File: config.mk
export PLATFORM = sky130hd
export DESIGN_NAME = memory_stage
export DESIGN_NICKNAME = d
export VERILOG_FILES = /design/src/rtl/riscv_pkg.sv /design/src/rtl/mux_3to1.sv /design/src/rtl/memory_stage.sv
export SDC_FILE = /design/constraint.sdc
export NUM_CORES = 1
export LEC_CHECK = 0
export ABC_CLOCK_PERIOD_IN_PS = 2840
export CAP_MARGIN = 20
export CORE_UTILIZATION = 47
export DETAILED_ROUTE_END_ITERATION = 8
export GPL_ROUTABILITY_DRIVEN = 0
export GPL_TIMING_DRIVEN = 0
export PLACE_DENSITY = 0.79
export RECOVER_POWER = 100
export SLEW_MARGIN = 0
export SYNTH_ARGS = -nofsm -noshare
export SYNTH_HDL_FRONTEND = slang
export SYNTH_SLANG_ARGS = --single-unit
File: constraint.sdc
create_clock -name clk -period 2.84 [get_ports clk]
set_input_delay 0.568 -clock clk [delete_from_list [all_inputs] [get_ports clk]]
set_output_delay 0.568 -clock clk [all_outputs]
set_load 0.03 [all_outputs]
File: src/rtl/riscv_pkg.sv
// Shared RV32 pipeline types: writeback result source and memory-stage FSM states.
package riscv_pkg;

   typedef enum logic [1:0] {
      RES_ALU = 2'b00,
      RES_MEM = 2'b01,
      RES_PC4 = 2'b10
   } result_src_t;

   typedef enum logic {
      MEM_IDLE = 1'b0,
      MEM_WAIT = 1'b1
   } mem_state_t;

endpackage

File: src/rtl/mux_3to1.sv
// Three-input select for the writeback result; select 11 falls back to input 0.
module mux_3to1 #(
   parameter int unsigned WIDTH = 32
) (
   input  logic [1:0]       sel,
   input  logic [WIDTH-1:0] d0,
   input  logic [WIDTH-1:0] d1,
   input  logic [WIDTH-1:0] d2,
   output logic [WIDTH-1:0] y
);

   always_comb begin
      case (sel)
         2'b01:   y = d1;
         2'b10:   y = d2;
         default: y = d0;
      endcase
   end

endmodule

File: src/rtl/memory_stage.sv
// RV32 memory stage: word load/store over a variable-latency req/ack bus, feeding the M/W register.
// Optional MEM_MISALIGN_CHECK_EN turns misaligned accesses into bus errors instead of word-aligning them.
module memory_stage
   import riscv_pkg::*;
#(
   parameter int unsigned ACK_TIMEOUT = 16
) (
   input  logic        clk,
   input  logic        srst,
   input  logic [31:0] pc_plus4_m,
   input  logic [4:0]  rd_m,
   input  logic [31:0] alu_result_m,
   input  logic [31:0] write_data_m,
   input  logic [1:0]  result_src_m,
   input  logic        mem_write_m,
   input  logic        reg_write_m,
   output logic        dmem_req,
   output logic        dmem_we,
   output logic [31:0] dmem_addr,
   output logic [31:0] dmem_wdata,
   input  logic        dmem_ack,
   input  logic [31:0] dmem_rdata,
   output logic        stall_m,
   output logic        reg_write_w,
   output logic [4:0]  rd_w,
   output logic [31:0] result_w,
   output logic        bus_err_w
);

   localparam logic [7:0] TIMEOUT_CNT = 8'(ACK_TIMEOUT);

   mem_state_t  state, state_nx;
   logic [7:0]  wait_cnt;

   logic [31:0] hold_addr, hold_wdata, hold_pc4;
   logic [4:0]  hold_rd;
   logic [1:0]  hold_src;
   logic        hold_we, hold_rw;

   logic        mem_op, misalign, capture;
   logic        wb_rw, wb_err;
   logic [4:0]  wb_rd;
   logic [31:0] wb_alu, wb_pc4, wb_result;
   logic [1:0]  wb_src;

   assign mem_op = mem_write_m | (result_src_m == RES_MEM);

`ifdef MEM_MISALIGN_CHECK_EN
   assign misalign = (alu_result_m[1:0] != 2'b00);
`else
   assign misalign = 1'b0;
`endif

   always_comb begin
      state_nx   = state;
      dmem_req   = 1'b0;
      dmem_we    = 1'b0;
      dmem_addr  = '0;
      dmem_wdata = '0;
      stall_m    = 1'b0;
      capture    = 1'b0;
      wb_rw      = 1'b0;
      wb_err     = 1'b0;
      wb_rd      = rd_m;
      wb_alu     = alu_result_m;
      wb_pc4     = pc_plus4_m;
      wb_src     = result_src_m;
      case (state)
         MEM_IDLE: begin
            if (mem_op && misalign) begin
               wb_err = 1'b1;
            end else if (mem_op) begin
               dmem_req   = 1'b1;
               dmem_we    = mem_write_m;
               dmem_addr  = {alu_result_m[31:2], 2'b00};
               dmem_wdata = write_data_m;
               if (dmem_ack) begin
                  wb_rw = reg_write_m;
               end else begin
                  stall_m  = 1'b1;
                  capture  = 1'b1;
                  state_nx = MEM_WAIT;
               end
            end else begin
               wb_rw = reg_write_m;
            end
         end
         MEM_WAIT: begin
            // Bus and writeback fields come from the hold registers; M inputs are ignored here.
            dmem_req   = 1'b1;
            dmem_we    = hold_we;
            dmem_addr  = {hold_addr[31:2], 2'b00};
            dmem_wdata = hold_wdata;
            wb_rd      = hold_rd;
            wb_alu     = hold_addr;
            wb_pc4     = hold_pc4;
            wb_src     = hold_src;
            if (dmem_ack) begin
               wb_rw    = hold_rw;
               state_nx = MEM_IDLE;
            end else begin
               stall_m = 1'b1;
               if (wait_cnt == TIMEOUT_CNT) begin
                  wb_err   = 1'b1;
                  state_nx = MEM_IDLE;
               end
            end
         end
         default: state_nx = MEM_IDLE;
      endcase
   end

   mux_3to1 #(.WIDTH(32)) u_result_mux (
      .sel (wb_src),
      .d0  (wb_alu),
      .d1  (dmem_rdata),
      .d2  (wb_pc4),
      .y   (wb_result)
   );

   always_ff @(posedge clk) begin
      if (srst) begin
         state       <= MEM_IDLE;
         wait_cnt    <= '0;
         hold_addr   <= '0;
         hold_wdata  <= '0;
         hold_pc4    <= '0;
         hold_rd     <= '0;
         hold_src    <= '0;
         hold_we     <= 1'b0;
         hold_rw     <= 1'b0;
         reg_write_w <= 1'b0;
         rd_w        <= '0;
         result_w    <= '0;
         bus_err_w   <= 1'b0;
      end else begin
         state <= state_nx;
         // Counter equals the number of WAIT cycles so far, so the first-req cycle plus
         // ACK_TIMEOUT wait cycles are stalled before the abort.
         if (capture) begin
            wait_cnt <= 8'd1;
         end else if (state == MEM_WAIT && state_nx == MEM_WAIT) begin
            wait_cnt <= wait_cnt + 8'd1;
         end else begin
            wait_cnt <= '0;
         end
         if (capture) begin
            hold_addr  <= alu_result_m;
            hold_wdata <= write_data_m;
            hold_pc4   <= pc_plus4_m;
            hold_rd    <= rd_m;
            hold_src   <= result_src_m;
            hold_we    <= mem_write_m;
            hold_rw    <= reg_write_m;
         end
         reg_write_w <= wb_rw;
         bus_err_w   <= wb_err;
         rd_w        <= wb_rd;
         result_w    <= wb_result;
      end
   end

endmodule
==> flow_results.xml, run 1 <==
<?xml version="1.0" encoding="UTF-8"?>
<metrics>
  <group name="floorplanning">
    <metric name="die_height" unit="µm">128</metric>
    <metric name="die_w" unit="µm">128</metric>
    <metric name="row_count" unit="">45</metric>
    <metric name="coreArea" unit="µm²">15400</metric>
    <metric name="start_util" unit="%">48.7</metric>
    <metric name="ioPinCount" unit="">246</metric>
    <metric name="fp.dieArea" unit="µm²">16500</metric>
  </group>
  <group name="clock_tree">
    <metric name="cts_buffers" unit="">17</metric>
    <metric name="ctsHoldBuffers" unit="">0</metric>
    <metric name="numClockSinks" unit="">153</metric>
    <metric name="cts-htree-levels" unit="">4</metric>
    <metric name="clk_latency" unit="ns">0.42</metric>
    <metric name="root_buffer" unit="">sky130_fd_sc_hd__clkbuf_16</metric>
    <metric name="tritoncts" unit="">done</metric>
    <metric name="clk_pin_slew_worst_paths" unit="ns">0.06</metric>
    <metric name="clk_buf_depth" unit="">2</metric>
  </group>
  <group name="pwr">
    <metric name="power.leakage" unit="nW">4.20</metric>
    <metric name="power_density" unit="nW/µm²">599</metric>
    <metric name="report.power.total" unit="W">0.00642</metric>
    <metric name="highest_ir_drop_seen_on_vdd" unit="V">0.000434</metric>
  </group>
  <group name="timing">
    <metric name="max_freq" unit="GHz">0.358</metric>
    <metric name="finalSetupViolCount" unit="">0</metric>
    <metric name="max_slew.worst_pin.slew" unit="ns">1.04</metric>
    <metric name="max_slew_margin" unit="%">29.9</metric>
    <metric name="layout_worst_path_cycle_share" unit="%">98.3</metric>
    <metric name="unrepaired_setup_endpoints_after_global_routing" unit="">true</metric>
    <metric name="finalMaxSlewViolations" unit="">0</metric>
    <metric name="finalWorstPathRequiredPeriod" unit="ns">2.79</metric>
    <metric name="fin_tns_setup" unit="ns">0</metric>
    <metric name="layout_setup_ws" unit="ns">0.0470</metric>
    <metric name="skew_final" unit="ns">0.00509</metric>
    <metric name="hold_viol" unit="">0</metric>
  </group>
  <group name="synth">
    <metric name="synth-edff-count" unit="">0</metric>
    <metric name="synth_top_family_by_area" unit="">compound AO/OA/AOI/OAI gates</metric>
    <metric name="synth-xor-area-share" unit="%">0.699</metric>
    <metric name="synthesis.yosys.warnings" unit="">0</metric>
    <metric name="synth.mux.area_fraction" unit="%">11.5</metric>
    <metric name="yosysUniqueCellTypes" unit="">36</metric>
    <metric name="synthesis.instances" unit="">897</metric>
    <metric name="post_synth_and_or_nand_nor_area_fraction" unit="%">17.6</metric>
    <metric name="total_standard_cell_area_after_synthesis" unit="µm²">7510</metric>
    <metric name="fraction_of_the_yosys_area_taken_by_sequential_cells" unit="%">40.8</metric>
    <metric name="synth_fa_ha_area_share" unit="%">0.666</metric>
    <metric name="ys_flop_type" unit="">sky130_fd_sc_hd__dfxtp_1</metric>
    <metric name="synth_async_sr_flop_share" unit="%">0</metric>
    <metric name="synth_compound_area_share" unit="%">22.0</metric>
    <metric name="post_synthesis_register_bit_count" unit="">153</metric>
    <metric name="mean_area_per_synthesized_cell" unit="µm²">8.38</metric>
  </group>
  <group name="cells_and_area">
    <metric name="most_common_library_cell_in_the_layout_ignoring_fill_and_taps" unit="">sky130_fd_sc_hd__nand2_1</metric>
    <metric name="fin_nets" unit="">1305</metric>
    <metric name="layout_common_cells" unit="">307 x sky130_fd_sc_hd__nand2_1, 153 x sky130_fd_sc_hd__dfxtp_1, 137 x sky130_fd_sc_hd__clkdlybuf4s50_1</metric>
    <metric name="instances_no_fill" unit="">1385</metric>
    <metric name="area_growth_syn_to_layout" unit="%">42.7</metric>
    <metric name="share_of_final_layout_standard_cells_stronger_than_drive_strength_1" unit="%">18.5</metric>
    <metric name="final.fill_count" unit="">1317</metric>
    <metric name="insertedDiodeCount" unit="">0</metric>
  </group>
  <group name="setup_path">
    <metric name="start_kind" unit="">input pin</metric>
    <metric name="worstPathCellList" unit="">clkdlybuf4s50_1, nor2b_4, nor2_2, clkbuf_2, a21oi_1, clkdlybuf4s15_1</metric>
    <metric name="crit_path_max_incr_delay" unit="ns">0.55</metric>
    <metric name="crit_arrival" unit="ns">2.22</metric>
    <metric name="crit_path_top_delay_cell" unit="">sky130_fd_sc_hd__clkdlybuf4s50_1</metric>
    <metric name="crit_required" unit="ns">2.27</metric>
    <metric name="timing.critical_path.to_type" unit="">primary output</metric>
    <metric name="maximum_fanout_along_the_worst_path" unit="">10</metric>
    <metric name="critical_path.n_buffers_inverters" unit="">3</metric>
    <metric name="r2r_slack" unit="ns">0.18</metric>
    <metric name="cpLargestDelayFamily" unit="">buffers and inverters</metric>
    <metric name="critPathKind" unit="">input pin to primary output</metric>
  </group>
  <group name="run">
    <metric name="reported_max_cap_violation_count" unit="">0</metric>
  </group>
  <group name="global_routing">
    <metric name="grt_pass1_wl" unit="µm">36500</metric>
    <metric name="grt_antenna_before_repair" unit="">1</metric>
    <metric name="grt_remaining_overflow" unit="">0</metric>
    <metric name="groute.usage.overall" unit="%">29.0</metric>
    <metric name="grt_max_degree" unit="">17</metric>
    <metric name="grt_pass1_vias" unit="">6993</metric>
  </group>
  <group name="placement">
    <metric name="pre_cts_slack" unit="ns">-0.626</metric>
    <metric name="buffer_ports.inserted" unit="">243</metric>
    <metric name="dp_hpwl" unit="µm">17100</metric>
    <metric name="placed_instances" unit="">1352</metric>
  </group>
  <group name="route">
    <metric name="drt-wirelength-per-cell" unit="µm">17.2</metric>
    <metric name="post-route-drc-count" unit="">0</metric>
    <metric name="drt_iter0_drc" unit="">488</metric>
    <metric name="routed-via-count" unit="">7392</metric>
    <metric name="route.final.wire_length" unit="µm">23800</metric>
    <metric name="routed_via_density" unit="">5.34</metric>
    <metric name="firstDrtPassIters" unit="">5</metric>
    <metric name="ant_nets" unit="">0</metric>
  </group>
  <group name="hold_path">
    <metric name="hp-class" unit="">flip-flop to flip-flop</metric>
  </group>
  <group name="run_status">
    <metric name="run_status" unit="">finished clean</metric>
  </group>
</metrics>
per-stage QoR:
stage	hold slack [ns]	instance area [µm²]	utilization, %
finish	0.453	10700	69.5
global route	0.469	10700	69.5
CTS	0.455	10700	69.6
detailed placement	0.447	10200	66.2
global placement	0.438	10200	66.2
floorplan	0.433	7520	-
Yosys cell counts (15+ instances only):
| library cell | n | area [µm²] |
|---|---|---|
| sky130_fd_sc_hd__o21ai_0 | 33 | 165 |
| sky130_fd_sc_hd__a221oi_2 | 29 | 435 |
| sky130_fd_sc_hd__a21oi_1 | 136 | 681 |
| sky130_fd_sc_hd__nor2_1 | 17 | 63.8 |
| sky130_fd_sc_hd__a211oi_1 | 22 | 165 |
| sky130_fd_sc_hd__dfxtp_1 | 153 | 3060 |
| sky130_fd_sc_hd__mux2i_1 | 39 | 390 |
| sky130_fd_sc_hd__buf_6 | 15 | 169 |
| sky130_fd_sc_hd__mux2_4 | 28 | 420 |
| sky130_fd_sc_hd__nand2_1 | 307 | 1150 |
| sky130_fd_sc_hd__buf_2 | 25 | 125 |
| sky130_fd_sc_hd__clkbuf_1 | 28 | 105 |
area by class of cell:
class / instances / area, µm² / share of cell area (%)
Multi-Input combinational cell: 659 / 3960 / 36.9
Sequential cell: 153 / 3060 / 28.6
Timing Repair Buffer: 245 / 2250 / 21.0
Buffer: 79 / 503 / 4.69
Clock buffer: 21 / 470 / 4.39
Tap cell: 211 / 264 / 2.46
Clock inverter: 11 / 193 / 1.80
Inverter: 6 / 22.5 / 0.210
worst register-to-register path, stage by stage, from the launching register on:
cell and delay (ns):
sky130_fd_sc_hd__dfxtp_1 0.33, sky130_fd_sc_hd__buf_6 0.18, sky130_fd_sc_hd__buf_6 0.19, sky130_fd_sc_hd__buf_4 0.24, sky130_fd_sc_hd__mux2i_1 0.27, sky130_fd_sc_hd__ha_1 0.36, sky130_fd_sc_hd__buf_1 0.63, sky130_fd_sc_hd__a221oi_2 0.15
sky130_fd_sc_hd__a211oi_2 0.23
what timing repair did:
action / 4_1_cts / 5_1_grt
gates resized for setup: 250 / 69
buffers inserted: 0 / 2
setup endpoints to repair: 75 / 93
pin swaps: 0 / 0
layer usage:
metal | track usage, % | part of all wire (%) | up-vias
met1 | 34.7 | 41 | 3467
met2 | 50.7 | 49 | 299
li1 | - | - | 3589
met4 | 10.2 | 2.1 | 0
met5 | 0 | 0 | -
met3 | 6.78 | 7.6 | 37
state kept, by name (all words and copies together) (netlist names), 2 cells and up:
| signal | count |
|---|---|
| hold_pc4 | 32 |
| rd_w | 5 |
| hold_rd | 5 |
| hold_wdata | 32 |
| hold_src | 2 |
| hold_addr | 32 |
| result_w | 32 |
| wait_cnt | 8 |
path summary, 6_finish.rpt:
path              startpoint            end  cells after the start
min reg2reg       hold_rd[0]     hold_rd[0]                      2
max          result_src_m[1]  dmem_addr[21]                      6
max reg2reg            state   result_w[13]                      8
min               hold_rd[0]     hold_rd[0]                      2
where the power goes:
group	switching [W]	internal (W)	total, W	leakage [nW]
logic	0.000885	0.000635	0.00152	2.63
registers	0.0000614	0.00229	0.00235	1.26
clock network	0.000919	0.00163	0.00255	0.308
total	0.00187	0.00455	0.00642	4.20
logic make-up after synthesis:
family	count (synthesis)
fa+ha+maj	4
xor+xnor	6
simple gates	338
compound gates	237
other cells	1
buf+inv	86
flops	153
mux	72
(Power assumes the default switching activity.)
==> run 2: changes to the inputs <==
--- a/config.mk
+++ b/config.mk
@@ -13,6 +13,7 @@
 export GPL_TIMING_DRIVEN = 0
 export PLACE_DENSITY = 0.79
 export RECOVER_POWER = 100
+export SKIP_LAST_GASP = 1
 export SLEW_MARGIN = 0
 export SYNTH_ARGS = -nofsm -noshare
 export SYNTH_HDL_FRONTEND = slang
==> run 2 against run 1 <==
Against the previous run: register-to-register slack about the same; sequential cell count is the same; total power is essentially flat; clock power is essentially flat; via count is essentially flat; sequential power about the same; core utilization is 0.073 points lower; critical endpoint is now dmem_wdata[15].
==> flow_results.xml, run 2 (synthesis results as in run 1) <==
<?xml version="1.0" encoding="UTF-8"?>
<metrics>
  <group name="floorplanning">
    <metric name="die_height" unit="µm">128</metric>
    <metric name="start_util" unit="%">48.7</metric>
    <metric name="die_w" unit="µm">128</metric>
    <metric name="row_count" unit="">45</metric>
    <metric name="fp.dieArea" unit="µm²">16500</metric>
    <metric name="coreArea" unit="µm²">15400</metric>
    <metric name="ioPinCount" unit="">246</metric>
  </group>
  <group name="clock_tree">
    <metric name="numClockSinks" unit="">153</metric>
    <metric name="cts-htree-levels" unit="">4</metric>
    <metric name="tritoncts" unit="">done</metric>
    <metric name="cts_buffers" unit="">17</metric>
    <metric name="root_buffer" unit="">sky130_fd_sc_hd__clkbuf_16</metric>
    <metric name="clk_latency" unit="ns">0.42</metric>
    <metric name="clk_pin_slew_worst_paths" unit="ns">0.06</metric>
    <metric name="clk_buf_depth" unit="">2</metric>
  </group>
  <group name="setup_path">
    <metric name="crit_required" unit="ns">2.27</metric>
    <metric name="worstPathCellList" unit="">clkdlybuf4s50_1, nor2b_4, or2_1, clkbuf_4, buf_6, nand2_1, o21ai_1, buf_2</metric>
    <metric name="start_kind" unit="">input pin</metric>
    <metric name="crit_path_top_delay_cell" unit="">sky130_fd_sc_hd__clkdlybuf4s50_1</metric>
    <metric name="critPathKind" unit="">input pin to primary output</metric>
    <metric name="maximum_fanout_along_the_worst_path" unit="">10</metric>
    <metric name="timing.critical_path.to_type" unit="">primary output</metric>
    <metric name="crit_path_max_incr_delay" unit="ns">0.51</metric>
    <metric name="crit_arrival" unit="ns">2.27</metric>
  </group>
  <group name="route">
    <metric name="post-route-drc-count" unit="">0</metric>
    <metric name="routed_via_density" unit="">5.33</metric>
    <metric name="routed-via-count" unit="">7385</metric>
    <metric name="drt-wirelength-per-cell" unit="µm">17.2</metric>
    <metric name="drt_iter0_drc" unit="">477</metric>
    <metric name="ant_nets" unit="">0</metric>
    <metric name="route.final.wire_length" unit="µm">23800</metric>
    <metric name="firstDrtPassIters" unit="">5</metric>
  </group>
  <group name="cells_and_area">
    <metric name="layout_common_cells" unit="">307 x sky130_fd_sc_hd__nand2_1, 153 x sky130_fd_sc_hd__dfxtp_1, 138 x sky130_fd_sc_hd__clkdlybuf4s50_1</metric>
    <metric name="share_of_final_layout_standard_cells_stronger_than_drive_strength_1" unit="%">18.6</metric>
    <metric name="most_common_library_cell_in_the_layout_ignoring_fill_and_taps" unit="">sky130_fd_sc_hd__nand2_1</metric>
    <metric name="finalInstanceArea" unit="µm²">10700</metric>
    <metric name="insertedDiodeCount" unit="">0</metric>
    <metric name="fin_nets" unit="">1305</metric>
    <metric name="area_growth_syn_to_layout" unit="%">42.5</metric>
  </group>
  <group name="timing">
    <metric name="finalSetupViolCount" unit="">0</metric>
    <metric name="max_slew.worst_pin.slew" unit="ns">1.03</metric>
    <metric name="skew_final" unit="ns">0.00669</metric>
    <metric name="max_slew_margin" unit="%">30.3</metric>
    <metric name="finalMaxSlewViolations" unit="">0</metric>
    <metric name="hold_ws" unit="ns">0.453</metric>
    <metric name="layout_worst_path_cycle_share" unit="%">99.9</metric>
    <metric name="max_freq" unit="GHz">0.352</metric>
    <metric name="unrepaired_setup_endpoints_after_global_routing" unit="">true</metric>
    <metric name="finalWorstPathRequiredPeriod" unit="ns">2.84</metric>
    <metric name="hold_viol" unit="">0</metric>
  </group>
  <group name="placement">
    <metric name="buffer_ports.inserted" unit="">243</metric>
    <metric name="dp_hpwl" unit="µm">17100</metric>
    <metric name="dpl-instance-area" unit="µm²">10200</metric>
  </group>
  <group name="pwr">
    <metric name="highest_ir_drop_seen_on_vdd" unit="V">0.000430</metric>
    <metric name="power.leakage" unit="nW">4.18</metric>
    <metric name="power_density" unit="nW/µm²">599</metric>
  </group>
  <group name="global_routing">
    <metric name="met3_track_demand_over_resource_in_global_routing" unit="%">6.78</metric>
    <metric name="grt_max_degree" unit="">17</metric>
    <metric name="grt_busiest_layer" unit="">met2</metric>
    <metric name="globalRouteMet1Util" unit="%">34.7</metric>
    <metric name="grt_antenna_before_repair" unit="">1</metric>
    <metric name="grt_pass1_wl" unit="µm">36500</metric>
    <metric name="grt_pass1_vias" unit="">6993</metric>
    <metric name="grt_remaining_overflow" unit="">0</metric>
    <metric name="groute.layer.met2.usage" unit="%">50.7</metric>
    <metric name="groute.usage.overall" unit="%">29.0</metric>
  </group>
  <group name="run_status">
    <metric name="run_status" unit="">finished clean</metric>
  </group>
  <group name="hold_path">
    <metric name="hp-class" unit="">flip-flop to flip-flop</metric>
  </group>
  <group name="run">
    <metric name="reported_max_cap_violation_count" unit="">0</metric>
  </group>
</metrics>
run 2: worst max-delay path: cells and delay by family:
family / cells / cell delay, ns
AO/OA/AOI/OAI: 1 / 0.21
buffers and inverters: 4 / 1.10
AND/OR/NAND/NOR: 3 / 0.40
run 2: through the flow:
| stage | setup TNS [ns] | total power, W | setup WS [ns] | cells | util (%) |
|---|---|---|---|---|---|
| after floorplan | 0 | 0.00330 | 0.409 | 898 | - |
| after global placement | -30.55 | 0.00396 | -0.645 | 1352 | 66.2 |
| final | 0 | 0.00642 | 0.00273 | 1385 | 69.4 |
| after detailed placement | -29.86 | 0.00398 | -0.626 | 1352 | 66.2 |
| after CTS | -0.757 | 0.00645 | -0.280 | 1384 | 69.7 |
| after global routing | -0.554 | 0.00663 | -0.0808 | 1385 | 69.4 |
run 2: what timing repair did:
| action | CTS | global route |
|---|---|---|
| hold buffers | 0 | 0 |
| endpoints found under the hold margin | 0 | 0 |
| buffers inserted | 0 | 2 |
| endpoints found under the setup margin | 75 | 93 |
| gates cloned | 0 | 0 |
| gates resized for setup | 242 | 78 |
run 2: path summary, 6_finish.rpt:
| check | from | to | slack (ns) | depth (start not counted) |
|---|---|---|---|---|
| max | result_src_m[0] | dmem_wdata[15] | 0.003 | 8 |
| min | hold_rd[0] | hold_rd[0] | 0.45 | 2 |
| max reg2reg | state | result_w[13] | 0.19 | 8 |
| min reg2reg | hold_rd[0] | hold_rd[0] | 0.45 | 2 |
run 2: layout make-up:
type	instances	area, µm²
Fill cell	1317	4720
Tap cell	211	264
Inverter	6	22.5
Multi-Input combinational cell	659	3950
Sequential cell	153	3060
Clock buffer	21	470
Timing Repair Buffer	245	2250
Buffer	79	493
Clock inverter	11	193
run 2: power breakdown:
group          total [W]  switching (W)  internal [W]
clock            0.00254       0.000915       0.00163
combinational    0.00152       0.000885      0.000634
sequential       0.00235      0.0000613       0.00229
run 2: routing by layer:
metal	part of all wire, %	wire [µm]
met5	0	0
met4	2.2	513
met3	7.8	1850
met2	49	11700
met1	41	9750
==> run 3: changes to the inputs <==
--- a/config.mk
+++ b/config.mk
@@ -6,7 +6,6 @@
 export NUM_CORES = 1
 export LEC_CHECK = 0
 export ABC_CLOCK_PERIOD_IN_PS = 2840
-export CAP_MARGIN = 20
 export CORE_UTILIZATION = 47
 export DETAILED_ROUTE_END_ITERATION = 8
 export GPL_ROUTABILITY_DRIVEN = 0
==> results of run 3 <==
The final DEF is identical to that of run 2; final timing and power are the same.
